--- src/rtl/inst_encoder_if.sv ---
// Request/response bundle for the instruction encoder: field-level request
// channel in, 32-bit instruction FIFO channel out, plus error and counter status.
interface inst_encoder_if #(
  parameter int CNT_W = 16
);
  logic             in_valid_i;
  logic             in_ready_o;
  logic [2:0]       kind_i;
  logic [2:0]       funct3_i;
  logic [6:0]       funct7_i;
  logic [4:0]       rd_i;
  logic [4:0]       rs1_i;
  logic [4:0]       rs2_i;
  logic [12:0]      imm_i;
  logic [31:0]      inst_o;
  logic             out_valid_o;
  logic             out_ready_i;
  logic             err_o;
  logic             err_clr_i;
  logic [CNT_W-1:0] emit_cnt_o;

  modport master (
    output in_valid_i, kind_i, funct3_i, funct7_i, rd_i, rs1_i, rs2_i, imm_i,
           out_ready_i, err_clr_i,
    input  in_ready_o, inst_o, out_valid_o, err_o, emit_cnt_o
  );

  modport slave (
    input  in_valid_i, kind_i, funct3_i, funct7_i, rd_i, rs1_i, rs2_i, imm_i,
           out_ready_i, err_clr_i,
    output in_ready_o, inst_o, out_valid_o, err_o, emit_cnt_o
  );
endinterface

--- src/rtl/inst_encoder.sv ---
// Packs R/addi/ld/sd/beq fields into RV64I instruction words and queues them
// in a small output FIFO; illegal requests are consumed and flagged.
module inst_encoder #(
  parameter int DEPTH = 2,
  parameter int CNT_W = 16
) (
  input  logic          clk_i,
  input  logic          rst_i,
  inst_encoder_if.slave bus
);
  localparam int PTR_W = $clog2(DEPTH);
  localparam int OCC_W = PTR_W + 1;
  localparam logic [OCC_W-1:0] FULL_OCC = OCC_W'(DEPTH);

  function automatic logic [31:0] encode(
    input logic [2:0]         kind,
    input logic [2:0]         f3,
    input logic [6:0]         f7,
    input logic [4:0]         rd,
    input logic [4:0]         rs1,
    input logic [4:0]         rs2,
    input logic signed [12:0] imm
  );
    logic [31:0] w;
    w = '0;
    case (kind)
      3'd0:    w = {f7, rs2, rs1, f3, rd, 7'b0110011};
      3'd1:    w = {imm[11:0], rs1, 3'b000, rd, 7'b0010011};
      3'd2:    w = {imm[11:0], rs1, 3'b011, rd, 7'b0000011};
      3'd3:    w = {imm[11:5], rs2, rs1, 3'b011, imm[4:0], 7'b0100011};
      3'd4:    w = {imm[12], imm[10:5], rs2, rs1, 3'b000, imm[4:1], imm[11], 7'b1100011};
      default: w = '0;
    endcase
    return w;
  endfunction

  // I/S immediates must fit 12-bit signed; branch offsets must be halfword aligned.
  function automatic logic is_legal(input logic [2:0] kind, input logic signed [12:0] imm);
    logic ok;
    ok = 1'b0;
    case (kind)
      3'd0:              ok = 1'b1;
      3'd1, 3'd2, 3'd3:  ok = (imm[12] == imm[11]);
      3'd4:              ok = ~imm[0];
      default:           ok = 1'b0;
    endcase
    return ok;
  endfunction

  logic [31:0]        mem [DEPTH];
  logic [OCC_W-1:0]   occ_q;
  logic [PTR_W-1:0]   wr_ptr_q;
  logic [PTR_W-1:0]   rd_ptr_q;
  logic [31:0]        inst_p1;
  logic               err_q;
  logic [CNT_W-1:0]   cnt_q;

  logic               in_ready;
  logic               accept_p0;
  logic               push_p0;
  logic               bad_p0;
  logic               pop;
  logic signed [12:0] imm_p0;
  logic [31:0]        word_p0;
  logic [OCC_W-1:0]   occ_drain;
  logic [OCC_W-1:0]   occ_next;
  logic [PTR_W-1:0]   rd_ptr_next;

  always_comb begin
    imm_p0      = $signed(bus.imm_i);
    in_ready    = rst_i && (occ_q < FULL_OCC);
    accept_p0   = bus.in_valid_i && in_ready;
    push_p0     = accept_p0 && is_legal(bus.kind_i, imm_p0);
    bad_p0      = accept_p0 && !is_legal(bus.kind_i, imm_p0);
    word_p0     = encode(bus.kind_i, bus.funct3_i, bus.funct7_i,
                         bus.rd_i, bus.rs1_i, bus.rs2_i, imm_p0);
    pop         = (occ_q != '0) && bus.out_ready_i;
    occ_drain   = occ_q - OCC_W'(pop);
    occ_next    = occ_drain + OCC_W'(push_p0);
    rd_ptr_next = rd_ptr_q + PTR_W'(pop);
  end

  // ---- p0 -> p1: FIFO storage and registered head ----
  always_ff @(posedge clk_i) begin
    if (push_p0) mem[wr_ptr_q] <= word_p0;
  end

  always_ff @(posedge clk_i or negedge rst_i) begin
    if (!rst_i) begin
      occ_q    <= '0;
      wr_ptr_q <= '0;
      rd_ptr_q <= '0;
      inst_p1  <= '0;
      err_q    <= 1'b0;
      cnt_q    <= '0;
    end else begin
      occ_q    <= occ_next;
      rd_ptr_q <= rd_ptr_next;
      if (push_p0) wr_ptr_q <= wr_ptr_q + PTR_W'(1);
      // Head comes from the incoming word only when the queue would otherwise be empty.
      if (occ_next != '0) inst_p1 <= (occ_drain == '0) ? word_p0 : mem[rd_ptr_next];
      if (bad_p0)              err_q <= 1'b1;
      else if (bus.err_clr_i)  err_q <= 1'b0;
      if (pop) cnt_q <= cnt_q + CNT_W'(1);
    end
  end

  assign bus.in_ready_o  = in_ready;
  assign bus.inst_o      = inst_p1;
  assign bus.out_valid_o = (occ_q != '0);
  assign bus.err_o       = err_q;
  assign bus.emit_cnt_o  = cnt_q;
endmodule
--- src/flat_wrapper.sv ---
// flat-port wrapper written by rule: the top's interface ports become plain ports
module inst_encoder_flat 
#(
  parameter int DEPTH = 2,
  parameter int CNT_W = 16
)
  (clk_i, rst_i, bus_in_valid_i, bus_kind_i, bus_funct3_i, bus_funct7_i, bus_rd_i, bus_rs1_i, bus_rs2_i, bus_imm_i, bus_out_ready_i, bus_err_clr_i, bus_in_ready_o, bus_inst_o, bus_out_valid_o, bus_err_o, bus_emit_cnt_o);
  inst_encoder_if #(.CNT_W(CNT_W)) bus_i ();
  input  logic clk_i;
  input  logic rst_i;
  input wire logic [$bits(bus_i.in_valid_i)-1:0] bus_in_valid_i;
  input wire logic [$bits(bus_i.kind_i)-1:0] bus_kind_i;
  input wire logic [$bits(bus_i.funct3_i)-1:0] bus_funct3_i;
  input wire logic [$bits(bus_i.funct7_i)-1:0] bus_funct7_i;
  input wire logic [$bits(bus_i.rd_i)-1:0] bus_rd_i;
  input wire logic [$bits(bus_i.rs1_i)-1:0] bus_rs1_i;
  input wire logic [$bits(bus_i.rs2_i)-1:0] bus_rs2_i;
  input wire logic [$bits(bus_i.imm_i)-1:0] bus_imm_i;
  input wire logic [$bits(bus_i.out_ready_i)-1:0] bus_out_ready_i;
  input wire logic [$bits(bus_i.err_clr_i)-1:0] bus_err_clr_i;
  output wire logic [$bits(bus_i.in_ready_o)-1:0] bus_in_ready_o;
  output wire logic [$bits(bus_i.inst_o)-1:0] bus_inst_o;
  output wire logic [$bits(bus_i.out_valid_o)-1:0] bus_out_valid_o;
  output wire logic [$bits(bus_i.err_o)-1:0] bus_err_o;
  output wire logic [$bits(bus_i.emit_cnt_o)-1:0] bus_emit_cnt_o;
  assign bus_i.in_valid_i = bus_in_valid_i;
  assign bus_i.kind_i = bus_kind_i;
  assign bus_i.funct3_i = bus_funct3_i;
  assign bus_i.funct7_i = bus_funct7_i;
  assign bus_i.rd_i = bus_rd_i;
  assign bus_i.rs1_i = bus_rs1_i;
  assign bus_i.rs2_i = bus_rs2_i;
  assign bus_i.imm_i = bus_imm_i;
  assign bus_i.out_ready_i = bus_out_ready_i;
  assign bus_i.err_clr_i = bus_err_clr_i;
  assign bus_in_ready_o = bus_i.in_ready_o;
  assign bus_inst_o = bus_i.inst_o;
  assign bus_out_valid_o = bus_i.out_valid_o;
  assign bus_err_o = bus_i.err_o;
  assign bus_emit_cnt_o = bus_i.emit_cnt_o;
  inst_encoder #(.DEPTH(DEPTH), .CNT_W(CNT_W)) u_core (.clk_i(clk_i), .rst_i(rst_i), .bus(bus_i));
endmodule
--- config.mk ---
export PLATFORM = sky130hd
export DESIGN_NAME = inst_encoder_flat
export DESIGN_NICKNAME = d
export VERILOG_FILES = /design/src/rtl/inst_encoder_if.sv /design/src/rtl/inst_encoder.sv /design/src/flat_wrapper.sv
export SDC_FILE = /design/constraint.sdc
export NUM_CORES = 1
export LEC_CHECK = 0
export BUFFER_PORTS_ARGS = -buffer_cell sky130_fd_sc_hd__buf_2
export CAP_MARGIN = 40
export CORE_MARGIN = 8
export CORE_UTILIZATION = 40
export CTS_CLUSTER_DIAMETER = 80
export CTS_CLUSTER_SIZE = 28
export DETAILED_ROUTE_END_ITERATION = 7
export PLACE_DENSITY = 0.64
export SYNTH_ARGS = -nofsm -noshare
export SYNTH_HDL_FRONTEND = slang
export SYNTH_SLANG_ARGS = --single-unit
--- constraint.sdc ---
create_clock -name clk_i -period 5.76 [get_ports clk_i]
set_clock_uncertainty 0.05 [all_clocks]
set_input_delay 0.288 -clock clk_i [delete_from_list [all_inputs] [get_ports clk_i]]
set_output_delay 0.288 -clock clk_i [all_outputs]
set_load 0.01 [all_outputs]
==> results.cfg, run 1 <==
[outcome]
run_status = finished, final reports clean

[detailed_routing]
antenna_violating_nets_post_route = 0
drc = 0
wl_um = 13500
wire_per_inst_um = 17.0
detail_route.first_pass.iterations = 5
drt_first_iter_violations = 215
drt-vias-per-instance = 5.41
vias = 4315

[worst_hold_path]
class_of_the_worst_hold_path = in -> async

[floorplanning]
num_rows = 43
dieWidth_um = 136
die-area_um2 = 18400
die-height_um = 136
boundaryPins = 97
design.core.area_um2 = 13900
initial_utilization = 0.411

[sta]
rsz0062_at_grt = false
timing.max_slew.rel_slack = 0.487
min_period_over_period = 0.647
finalMaxSlewViolations = 0
timing_hold_violations_final = 0
timing.setup.tns_ns = 0
timing_worst_slew_pin_value_ns = 0.770
min_period_ns = 3.73
setup_viol = 0
max_freq_ghz = 0.268

[synthesis]
post_synthesis_sequential_area_ratio = 0.523
yosysWarnings = 0
ys.flop_type = edfxtp_1
synth_fa_ha_area_frac = 0.00655
postSynthAreaPerCell_um2 = 10.6
main_combinational_cell_family_by_area_after_synthesis = simple AND/OR/NAND/NOR gates
yosys_register_bits = 108
post_synth_main_area_contributors = edfxtp_1 (30%), dfrtp_1 (22%), a21oi_1 (4.4%)
yosys-mux-area-fraction = 0.0297
synthDominantCellAreaShare = 0.304
post_synthesis_compound_gate_area_fraction = 0.128
synth.cell_area_um2 = 5730
synth-simple-area-share = 0.221
most_common_cell_in_the_netlist = edfxtp_1
netlist_top_cells_count = edfxtp_1 (58), nand2_1 (55), a21oi_1 (50), dfrtp_1 (50), nand2b_1 (38)
yosysUniqueCellTypes = 52
synthXorXnorAreaFrac = 0.0378
synth-edff-count = 58
asyncSetResetFlopFracSynth = 0.463
area_leader_netlist = edfxtp_1
synthCells = 541

[place]
globalplace.congestion = 0.805
cell_count_post_placement = 781
port_buffers = 94
dp.final_hpwl_um = 9370

[clock_tree]
cts_num_sinks = 108
cts-hold-fix-buffers = 0
clockRootBuffer = clkbuf_16
worstSkewPairLatency_ns = 0.35
max-clock-path-buffers = 2
clk_pin_slew_worst_paths_ns = 0.07
post_cts_buffers = 0
numCtsBuffers = 9
cts-htree-levels = 3
tritoncts_clock_tree = yes
ctsResizeCount = 0

[setup_path]
regToRegEndpoint = u_core.bus.inst_o[21]
crit_chain = o21ai_2 -> inv_2 -> ha_1 -> inv_1 -> ha_1 -> xnor3_1 -> nor2b_2 -> buf_4 -> a21oi_1 -> a21oi_1
timing.reg2reg.setup_slack_ns = 2.03
worst_setup_ep_type = flip-flop
critical_path_class = reg -> reg
timing.reg2reg.worst_path_depth = 10
timing.critical_path.slowest_stage_cell = nor2b_2
cp_num_buf_inv = 3
critical_path_required_ns = 5.98
slowest_delay_ns = 0.65
worstPathArrival_ns = 3.95
timing.critical_path.fanout_max = 25
cpLargestDelayFamily = buffers and inverters
r2r-start = u_core.occ_q[1]
cp-start-kind = flip-flop

[grt]
pin_count_of_the_biggest_net_entering_global_routing = 70
use_met2 = 0.239
grt_pass1_wl_um = 22000
grtUsageMet1 = 0.198
gr-usage-met3 = 0.0308
antenna_violations_before_repair = 0
grt_remaining_overflow = 0
grt_pass1_vias = 4243
gr-max-usage-layer = met2
groute.usage.overall = 0.151

[power_and_ir_drop]
leakage_nw = 2.69
irDropWorstVdd_mv = 0.263
power_density_nw_per_um2 = 494

[final_layout]
layout.filler_cells = 1316
area.growth.synth_to_final_pct = 13.5
layout-drive-gt1-share = 0.240
number_of_antenna_cells_inserted = 0
final_nets = 661
layoutNonFillerInstCount = 797

[job]
max_cap_violations = 0
## layer usage
layer  vias to the layer above  wire length [µm]
li1                       2069                 -
met1                      2101              5960
met2                       133              6300
met3                        12              1060
met4                         0               212
met5                         -                 0
## worst max-delay path by stage
stage / startpoint / end / cells after the start
after floorplan: bus_kind_i[1] / u_core.mem[0][10] / 7
after global placement: u_core.occ_q[1] / u_core.bus.inst_o[21] / 10
after detailed placement: u_core.occ_q[1] / u_core.bus.inst_o[21] / 10
after CTS: u_core.occ_q[1] / u_core.bus.inst_o[21] / 10
after global routing: u_core.occ_q[1] / u_core.bus.inst_o[19] / 9
final: u_core.occ_q[1] / u_core.bus.inst_o[21] / 10
## sequential cells by signal, indices dropped and copies added (netlist names)
name                   flops
u_core.occ_q               2
u_core.bus.err_o           1
u_core.bus.inst_o         29
u_core.mem                58
u_core.bus.emit_cnt_o     16
u_core.rd_ptr_q            1
u_core.wr_ptr_q            1
## logic make-up after synthesis
group,Yosys count
and+or+nand+nor,222
AOI/OAI and AO/OA,115
DFF,108
buffers and inverters,54
xor gates and xnor gates,21
muxes,17
adders and majority gates,3
other,1
## report_power, final
group | internal (mW) | total, mW | switching (mW)
Clock | 0.291 | 0.554 | 0.264
Combinational | 0.608 | 1.53 | 0.919
Sequential | 1.01 | 1.13 | 0.125
## cells in the final DEF (no fill, tap or decap), types with 7 or more instances in the layout
cell type  Yosys  routed
nor4b_1        7       7
nor3b_1       11      11
nor4bb_1      11      11
dfrtp_1       50      50
edfxtp_1      58      58
nor3_1        14      14
xor2_1         7       7
and2_1         7       7
a21oi_2       19      19
buf_2         15      94
inv_1          8       8
a211o_1        7       7
a21oi_1       50      50
mux2i_1       17      17
nand2b_1      38      38
buf_4          8       7
nand2_1       55      55
nand4_1        7       7
nor2b_1        9       8
nor2_1        33      32
a211oi_1      11      11
xnor2_1       12      12
o21ai_0       19      19
clkbuf_16      0       9
## metrics by stage
step                setup slack, ns  utilization  power, mW  instance area (µm²)  hold WS (ns)
finish                         2.03        0.467       3.21                 6500       0.00885
global route                   1.70        0.467       3.47                 6500        0.0747
CTS                            2.00        0.467       3.24                 6500        0.0436
detailed placement             2.04        0.448       2.69                 6240         0.412
global placement               1.74        0.446       2.61                 6210         0.406
floorplan                      2.86            -       2.31                 5730       -0.0576
## area by class of cell
class / instances / area [µm²] / share of cell area
clock inverters: 5 / 28.8 / 0.00443
multi-input cells: 380 / 2430 / 0.374
inverters: 10 / 38.8 / 0.00596
repair buffers: 103 / 549 / 0.0845
clock buffers: 11 / 233 / 0.0358
well taps: 180 / 225 / 0.0346
flip-flops and latches: 108 / 2990 / 0.460
Note: power is estimated with default switching activity, not from simulation.
==> run 2, diff against run 1 <==
--- a/config.mk
+++ b/config.mk
@@ -12,7 +12,7 @@
 export CTS_CLUSTER_DIAMETER = 80
 export CTS_CLUSTER_SIZE = 28
 export DETAILED_ROUTE_END_ITERATION = 7
-export PLACE_DENSITY = 0.64
+export PLACE_DENSITY = 0.66
 export SYNTH_ARGS = -nofsm -noshare
 export SYNTH_HDL_FRONTEND = slang
 export SYNTH_SLANG_ARGS = --single-unit
==> constraint.sdc (replaced) <==
create_clock -name clk_i -period 3.25 [get_ports clk_i]
set_clock_uncertainty 0.05 [all_clocks]
set_input_delay 0.1625 -clock clk_i [delete_from_list [all_inputs] [get_ports clk_i]]
set_output_delay 0.1625 -clock clk_i [all_outputs]
set_load 0.01 [all_outputs]
==> run 2 against run 1 <==
Non-clock buffer count up 8. Via count down 0.12%. Final cell count up 1.0%. Power up 84%. Combinational power up 80%. Wire length up 3.8%. Worst setup slack worse by 1.4 ns. First-iteration DRC count up 13%. Sequential share of layout area down 0.87 points. Register-to-register slack worse by 1.4 ns. Fmax up 45%. Critical path depth unchanged. Critical path type unchanged.
==> results.cfg, run 2 (synthesis results as in run 1) <==
[setup_path]
most_frequent_cp_cell = ha_1
critical_path_class = reg -> reg
critical_path_required_ns = 3.45
timing.critical_path.slowest_stage_cell = dfrtp_1
timing.critical_path.fanout_max = 27
cp-start-kind = flip-flop
worstPathArrival_ns = 2.77
worst_setup_ep_type = flip-flop
crit_chain = o21ai_2 -> inv_2 -> ha_1 -> inv_1 -> ha_1 -> xnor3_1 -> nor2b_2 -> buf_4 -> nor3_1 -> a211oi_1
slowest_delay_ns = 0.44

[final_layout]
layout.core_utilization = 0.476
layout.filler_cells = 1258
seqCellArea_um2 = 2990
most_frequent_cells_in_the_layout = buf_2 (94), edfxtp_1 (58), nand2_1 (55)
number_of_antenna_cells_inserted = 0
top_register = u_core.mem
layout-drive-gt1-share = 0.251
area.growth.synth_to_final_pct = 15.7
final_nets = 669
multiInputGateArea_um2 = 2430
layout_commonest_cell = buf_2
layoutNonFillerInstCount = 805
largest_reg_flops = 58

[job]
max_cap_violations = 0

[grt]
pin_count_of_the_biggest_net_entering_global_routing = 53
groute.usage.overall = 0.156
antenna_violations_before_repair = 0
grt_pass1_wl_um = 22700
grt_pass1_vias = 4398
grt_remaining_overflow = 0

[clock_tree]
max-clock-path-buffers = 2
post_cts_buffers = 0
numCtsBuffers = 9
clockRootBuffer = clkbuf_16
tritoncts_clock_tree = yes
clk_pin_slew_worst_paths_ns = 0.08
worstSkewPairLatency_ns = 0.35
cts_num_sinks = 108
cts-htree-levels = 3

[sta]
max_freq_ghz = 0.389
setup_viol = 0
hold_ws_ns = 0.102
timing.setup.tns_ns = 0
min_period_over_period = 0.791
final_critical_path_setup_slack_ns = 0.680
timing.max_slew.rel_slack = 0.399
min_period_ns = 2.57
rsz0062_at_grt = false
timing_worst_slew_pin_value_ns = 0.902
finalMaxSlewViolations = 0
timing_hold_violations_final = 0

[power_and_ir_drop]
irDropWorstVdd_mv = 0.425
power_density_nw_per_um2 = 891
leakage_nw = 2.76

[detailed_routing]
antenna_violating_nets_post_route = 0
detail_route.first_pass.iterations = 4
drc = 0
vias = 4310
drt-vias-per-instance = 5.35
wl_um = 14000
drt_first_iter_violations = 242
wire_per_inst_um = 17.4

[place]
port_buffers = 94
globalplace.congestion = 0.812
dp.final_hpwl_um = 9650
post-place-ws_ns = 0.611
cell_count_post_placement = 786

[floorplanning]
initial_utilization = 0.411
dieWidth_um = 136
boundaryPins = 97
num_rows = 43
design.core.area_um2 = 13900
die-area_um2 = 18400
die-height_um = 136

[outcome]
run_status = finished, final reports clean

[worst_hold_path]
class_of_the_worst_hold_path = in -> reg
## run 2: cell types whose count changed in the layout (fill, tap and decap cells not counted)
cell / previous run / this run
buf_8: 1 / 0
clkinvlp_4: 1 / 0
inv_8: 0 / 1
bufinv_16: 0 / 1
clkinv_4: 1 / 5
clkinv_2: 2 / 1
dlygate4sd3_1: 0 / 3
buf_4: 7 / 13
clkbuf_1: 2 / 0
buf_6: 1 / 0
clkinv_1: 2 / 0
buf_16: 0 / 1
## run 2: critical path, delay by kind of cell (launching register included)
family                     cells  cell delay (ns)
xor gates and xnor gates       1             0.23
buffers and inverters          3             0.49
adders and majority gates      2             0.53
AOI/OAI and AO/OA              2             0.45
and+or+nand+nor                2             0.28
DFF                            1             0.44
## run 2: per-layer routing
metal,vias to the layer above,part of all wire,track usage
met3,15,0.078,0.0382
li1,2088,-,-
met2,120,0.47,0.255
met5,-,0,0
met4,0,0.019,0.0586
met1,2087,0.43,0.195
## run 2: through the flow
stage / total power, mW / cell area (µm²)
2_1_floorplan: 4.09 / 5730
3_3_place_gp: 4.67 / 6260
3_5_place_dp: 4.84 / 6290
4_1_cts: 5.97 / 6630
5_1_grt: 6.34 / 6630
6_report: 5.90 / 6630
## run 2: where the power goes
part           switching (mW)  internal (mW)  total [mW]
combinational            1.65           1.11        2.76
sequential              0.233           1.79        2.02
clock                   0.512          0.610        1.12
total                    2.39           3.51        5.90
## run 2: final cells by class
cell class	instances	share of cell area
Timing Repair Buffer	111	0.0944
Clock buffer	9	0.0340
Inverter	10	0.00585
Clock inverter	7	0.0128
Tap cell	180	0.0340
Sequential cell	108	0.452
Multi-Input combinational cell	380	0.367
## run 2: path summary, 6_finish.rpt
kind                                           start                   endpoint  slack (ns)  cells past startpoint
min                                     bus_rs1_i[1]          u_core.mem[1][16]        0.10                      2
max reg2reg                          u_core.occ_q[1]      u_core.bus.inst_o[13]        0.68                     10
min reg2reg                u_core.bus.emit_cnt_o[15]  u_core.bus.emit_cnt_o[15]        0.44                      1
max in group asynchronous                      rst_i      u_core.bus.inst_o[20]        2.24                      3
min in group asynchronous                      rst_i   u_core.bus.emit_cnt_o[2]        0.48                      3
max                                  u_core.occ_q[1]      u_core.bus.inst_o[13]        0.68                     10
## run 2: repair_timing
action / in CTS / in global routing
endpoints found under the hold margin: 51 / 0
gates resized for setup: 0 / 0
hold buffers: 3 / 0
==> run 3, diff against run 2 <==
--- a/config.mk
+++ b/config.mk
@@ -5,6 +5,7 @@
 export SDC_FILE = /design/constraint.sdc
 export NUM_CORES = 1
 export LEC_CHECK = 0
+export ABC_AREA = 1
 export BUFFER_PORTS_ARGS = -buffer_cell sky130_fd_sc_hd__buf_2
 export CAP_MARGIN = 40
 export CORE_MARGIN = 8
@@ -12,7 +13,7 @@
 export CTS_CLUSTER_DIAMETER = 80
 export CTS_CLUSTER_SIZE = 28
 export DETAILED_ROUTE_END_ITERATION = 7
-export PLACE_DENSITY = 0.66
+export PLACE_DENSITY = 0.67
 export SYNTH_ARGS = -nofsm -noshare
 export SYNTH_HDL_FRONTEND = slang
 export SYNTH_SLANG_ARGS = --single-unit
==> constraint.sdc (replaced) <==
create_clock -name clk_i -period 2.1 [get_ports clk_i]
set_clock_uncertainty 0.05 [all_clocks]
set_input_delay 0.105 -clock clk_i [delete_from_list [all_inputs] [get_ports clk_i]]
set_output_delay 0.105 -clock clk_i [all_outputs]
set_load 0.01 [all_outputs]
==> run 3 against run 2 <==
Clock power increased by 73%. Synthesized cell count up 21%. Combinational power grew 78%. Largest cell class unchanged. Largest power group unchanged.
==> results.cfg, run 3 <==
[outcome]
run_status = finished, final reports clean

[worst_hold_path]
whs_endpoint = u_core.mem[0][28]
class_of_the_worst_hold_path = in -> reg
timing.hold.worst_path_depth = 3
min-delay-start = bus_imm_i[8]

[floorplanning]
die-height_um = 132
design.core.area_um2 = 13200
num_rows = 42
dieWidth_um = 132
die-area_um2 = 17500
boundaryPins = 97
initial_utilization = 0.408

[setup_path]
r2r-start = u_core.occ_q[0]
cpLargestDelayFamily = adder cells
cp_num_buf_inv = 4
critical_path_required_ns = 2.29
worstPathArrival_ns = 2.22
cp-start-kind = flip-flop
timing.critical_path.fanout_max = 6
regToRegEndpoint = u_core.bus.inst_o[28]
critical_path_class = reg -> reg
timing.reg2reg.worst_path_depth = 11
timing.reg2reg.setup_slack_ns = 0.07
worst_setup_ep_type = flip-flop
crit_chain = o21a_1 -> ha_1 -> inv_2 -> ha_4 -> inv_2 -> nand2_2 -> nand3_4 -> buf_12 -> clkinvlp_4 -> nand2_1 -> nand2_1
slowest_delay_ns = 0.41
timing.critical_path.slowest_stage_cell = dfrtp_1

[sta]
timing_worst_slew_pin_value_ns = 0.504
timing.max_slew.rel_slack = 0.664
min_period_over_period = 0.968
hold_ws_ns = 0.0429
timing_hold_violations_final = 0
min_period_ns = 2.03
setup_viol = 0
finalMaxSlewViolations = 0
max_freq_ghz = 0.492
rsz0062_at_grt = true

[detailed_routing]
wire_per_inst_um = 14.6
detail_route.first_pass.iterations = 5
antenna_violating_nets_post_route = 0
vias = 4433
drt-vias-per-instance = 4.69
drt_first_iter_violations = 316
wl_um = 13800
drc = 0

[final_layout]
most_frequent_cells_in_the_layout = nand2_1 (196), inv_1 (102), buf_2 (94)
layout_commonest_cell = nand2_1
largest_reg_flops = 58
layout-drive-gt1-share = 0.218
number_of_antenna_cells_inserted = 0
layout.core_utilization = 0.509
area.growth.synth_to_final_pct = 24.5
top_register = u_core.mem
final_nets = 814

[synthesis]
postSynthAreaPerCell_um2 = 8.30
yosysUniqueCellTypes = 31
yosys_register_bits = 108
netlist_top_cells_count = nand2_1 (198), inv_1 (107), nand3_1 (79)
post_synthesis_sequential_area_ratio = 0.553
area_leader_netlist = edfxtp_1
ys.flop_type = edfxtp_1
post_synth_main_area_contributors = edfxtp_1 (32%), dfrtp_1 (23%), nand2_1 (14%)
synthDominantCellAreaShare = 0.322
most_common_cell_in_the_netlist = nand2_1
yosysWarnings = 0
asyncSetResetFlopFracSynth = 0.463
synthCells = 652
synth.cell_area_um2 = 5410
synth-edff-count = 58

[clock_tree]
tritoncts_clock_tree = yes
numCtsBuffers = 9
clockRootBuffer = clkbuf_16
worstSkewPairLatency_ns = 0.34
clk_pin_slew_worst_paths_ns = 0.07
max-clock-path-buffers = 2
cts_num_sinks = 108
cts-htree-levels = 3

[power_and_ir_drop]
switching_power_mw = 3.96
power_density_nw_per_um2 = 1470
combinationalPowerShare = 0.495
seq_power_share = 0.309
irDropWorstVdd_mv = 0.712
leakage_nw = 3.41
switching_power_as_a_share_of_total_power = 0.400
clock_power_share = 0.196
cellInternalPower_mw = 5.96

[grt]
grt_remaining_overflow = 0
groute.usage.overall = 0.152
pin_count_of_the_biggest_net_entering_global_routing = 52
grt_pass1_wl_um = 21600
grt_pass1_vias = 4247
antenna_violations_before_repair = 0

[job]
max_cap_violations = 0

[place]
port_buffers = 94
globalplace.congestion = 0.791
dp.final_hpwl_um = 9270
## run 3: changes by cell type after synthesis, sizes merged, moves of 13 or more
cell / change
nor2: +35
nand3: +79
o21ai: -13
mux2i: -17
nand2: +148
inv: +99
a21oi: -49
nand2b: -38
## run 3: area by class of cell
| cell class | instances | area (µm²) |
|---|---|---|
| clock inverters | 6 | 111 |
| well taps | 176 | 220 |
| repair buffers | 126 | 868 |
| multi-input cells | 411 | 1890 |
| flip-flops and latches | 108 | 2990 |
| clock buffers | 10 | 239 |
| inverters | 109 | 413 |
| fillers | 1258 | 6510 |
## run 3: worst max path at each step
stage                               start                    end  slack, ns  cells after the start
after floorplan             bus_kind_i[0]      u_core.mem[1][10]       0.09                      7
after global placement    u_core.occ_q[1]  u_core.bus.inst_o[30]       0.06                     10
after detailed placement  u_core.occ_q[1]  u_core.bus.inst_o[30]       0.04                     11
after CTS                 u_core.occ_q[1]  u_core.bus.inst_o[30]       0.04                     11
after global routing      u_core.occ_q[0]  u_core.bus.inst_o[28]      -0.05                     11
final                     u_core.occ_q[0]  u_core.bus.inst_o[28]       0.07                     11
## run 3: logic make-up (layout without fill, tap and decap cells)
kind of cell,count (synthesis),count (layout),synth area share
other,1,2,0.000693
adders and majority gates,3,3,0.00694
buffers and inverters,134,251,0.107
and+or+nand+nor,367,367,0.287
DFF,108,108,0.553
AOI/OAI and AO/OA,28,28,0.0271
xor gates and xnor gates,11,11,0.0178
## run 3: repair_timing
action                                  CTS  global route
endpoints found under the setup margin    6            26
resized for setup                         1            17
cloned                                    0             4
pin swaps                                 0            11
buffers inserted                          1             2
hold buffers                              2             0
endpoints found under the hold margin    51             0
## run 3: power by group through the flow
stage	sequential [mW]	combinational, mW	clock [mW]
finish	3.07	4.91	1.94
global route	3.12	5.45	2.07
floorplan	3.22	2.65	0
detailed placement	3.11	4.25	0
global placement	3.12	4.16	0
CTS	3.07	4.31	1.98
## run 3: layer usage
layer | routed length, µm | vias to the layer above | track usage
met1 | 6090 | 2048 | 0.190
met4 | 184 | 0 | 0.0435
met2 | 6800 | 114 | 0.254
met3 | 704 | 11 | 0.0393
li1 | - | 2260 | -
met5 | 0 | - | 0
## run 3: per-stage QoR
| step | power, mW | cells | setup slack (ns) | cell area [µm²] | setup TNS, ns |
|---|---|---|---|---|---|
| final | 9.92 | 946 | 0.0677 | 6740 | 0 |
| after global routing | 10.6 | 946 | -0.0455 | 6740 | -0.367 |
| after CTS | 9.37 | 940 | 0.0431 | 6570 | 0 |
| after detailed placement | 7.37 | 921 | 0.0378 | 6190 | 0 |
| after global placement | 7.28 | 921 | 0.0631 | 6190 | 0 |
| after floorplan | 5.88 | 653 | 0.0871 | 5420 | 0 |
## run 3: tightest hold or removal path, cell delays in order
cell,delay [ns]
buf_2,0.07
nand2_1,0.04
nand2_1,0.09
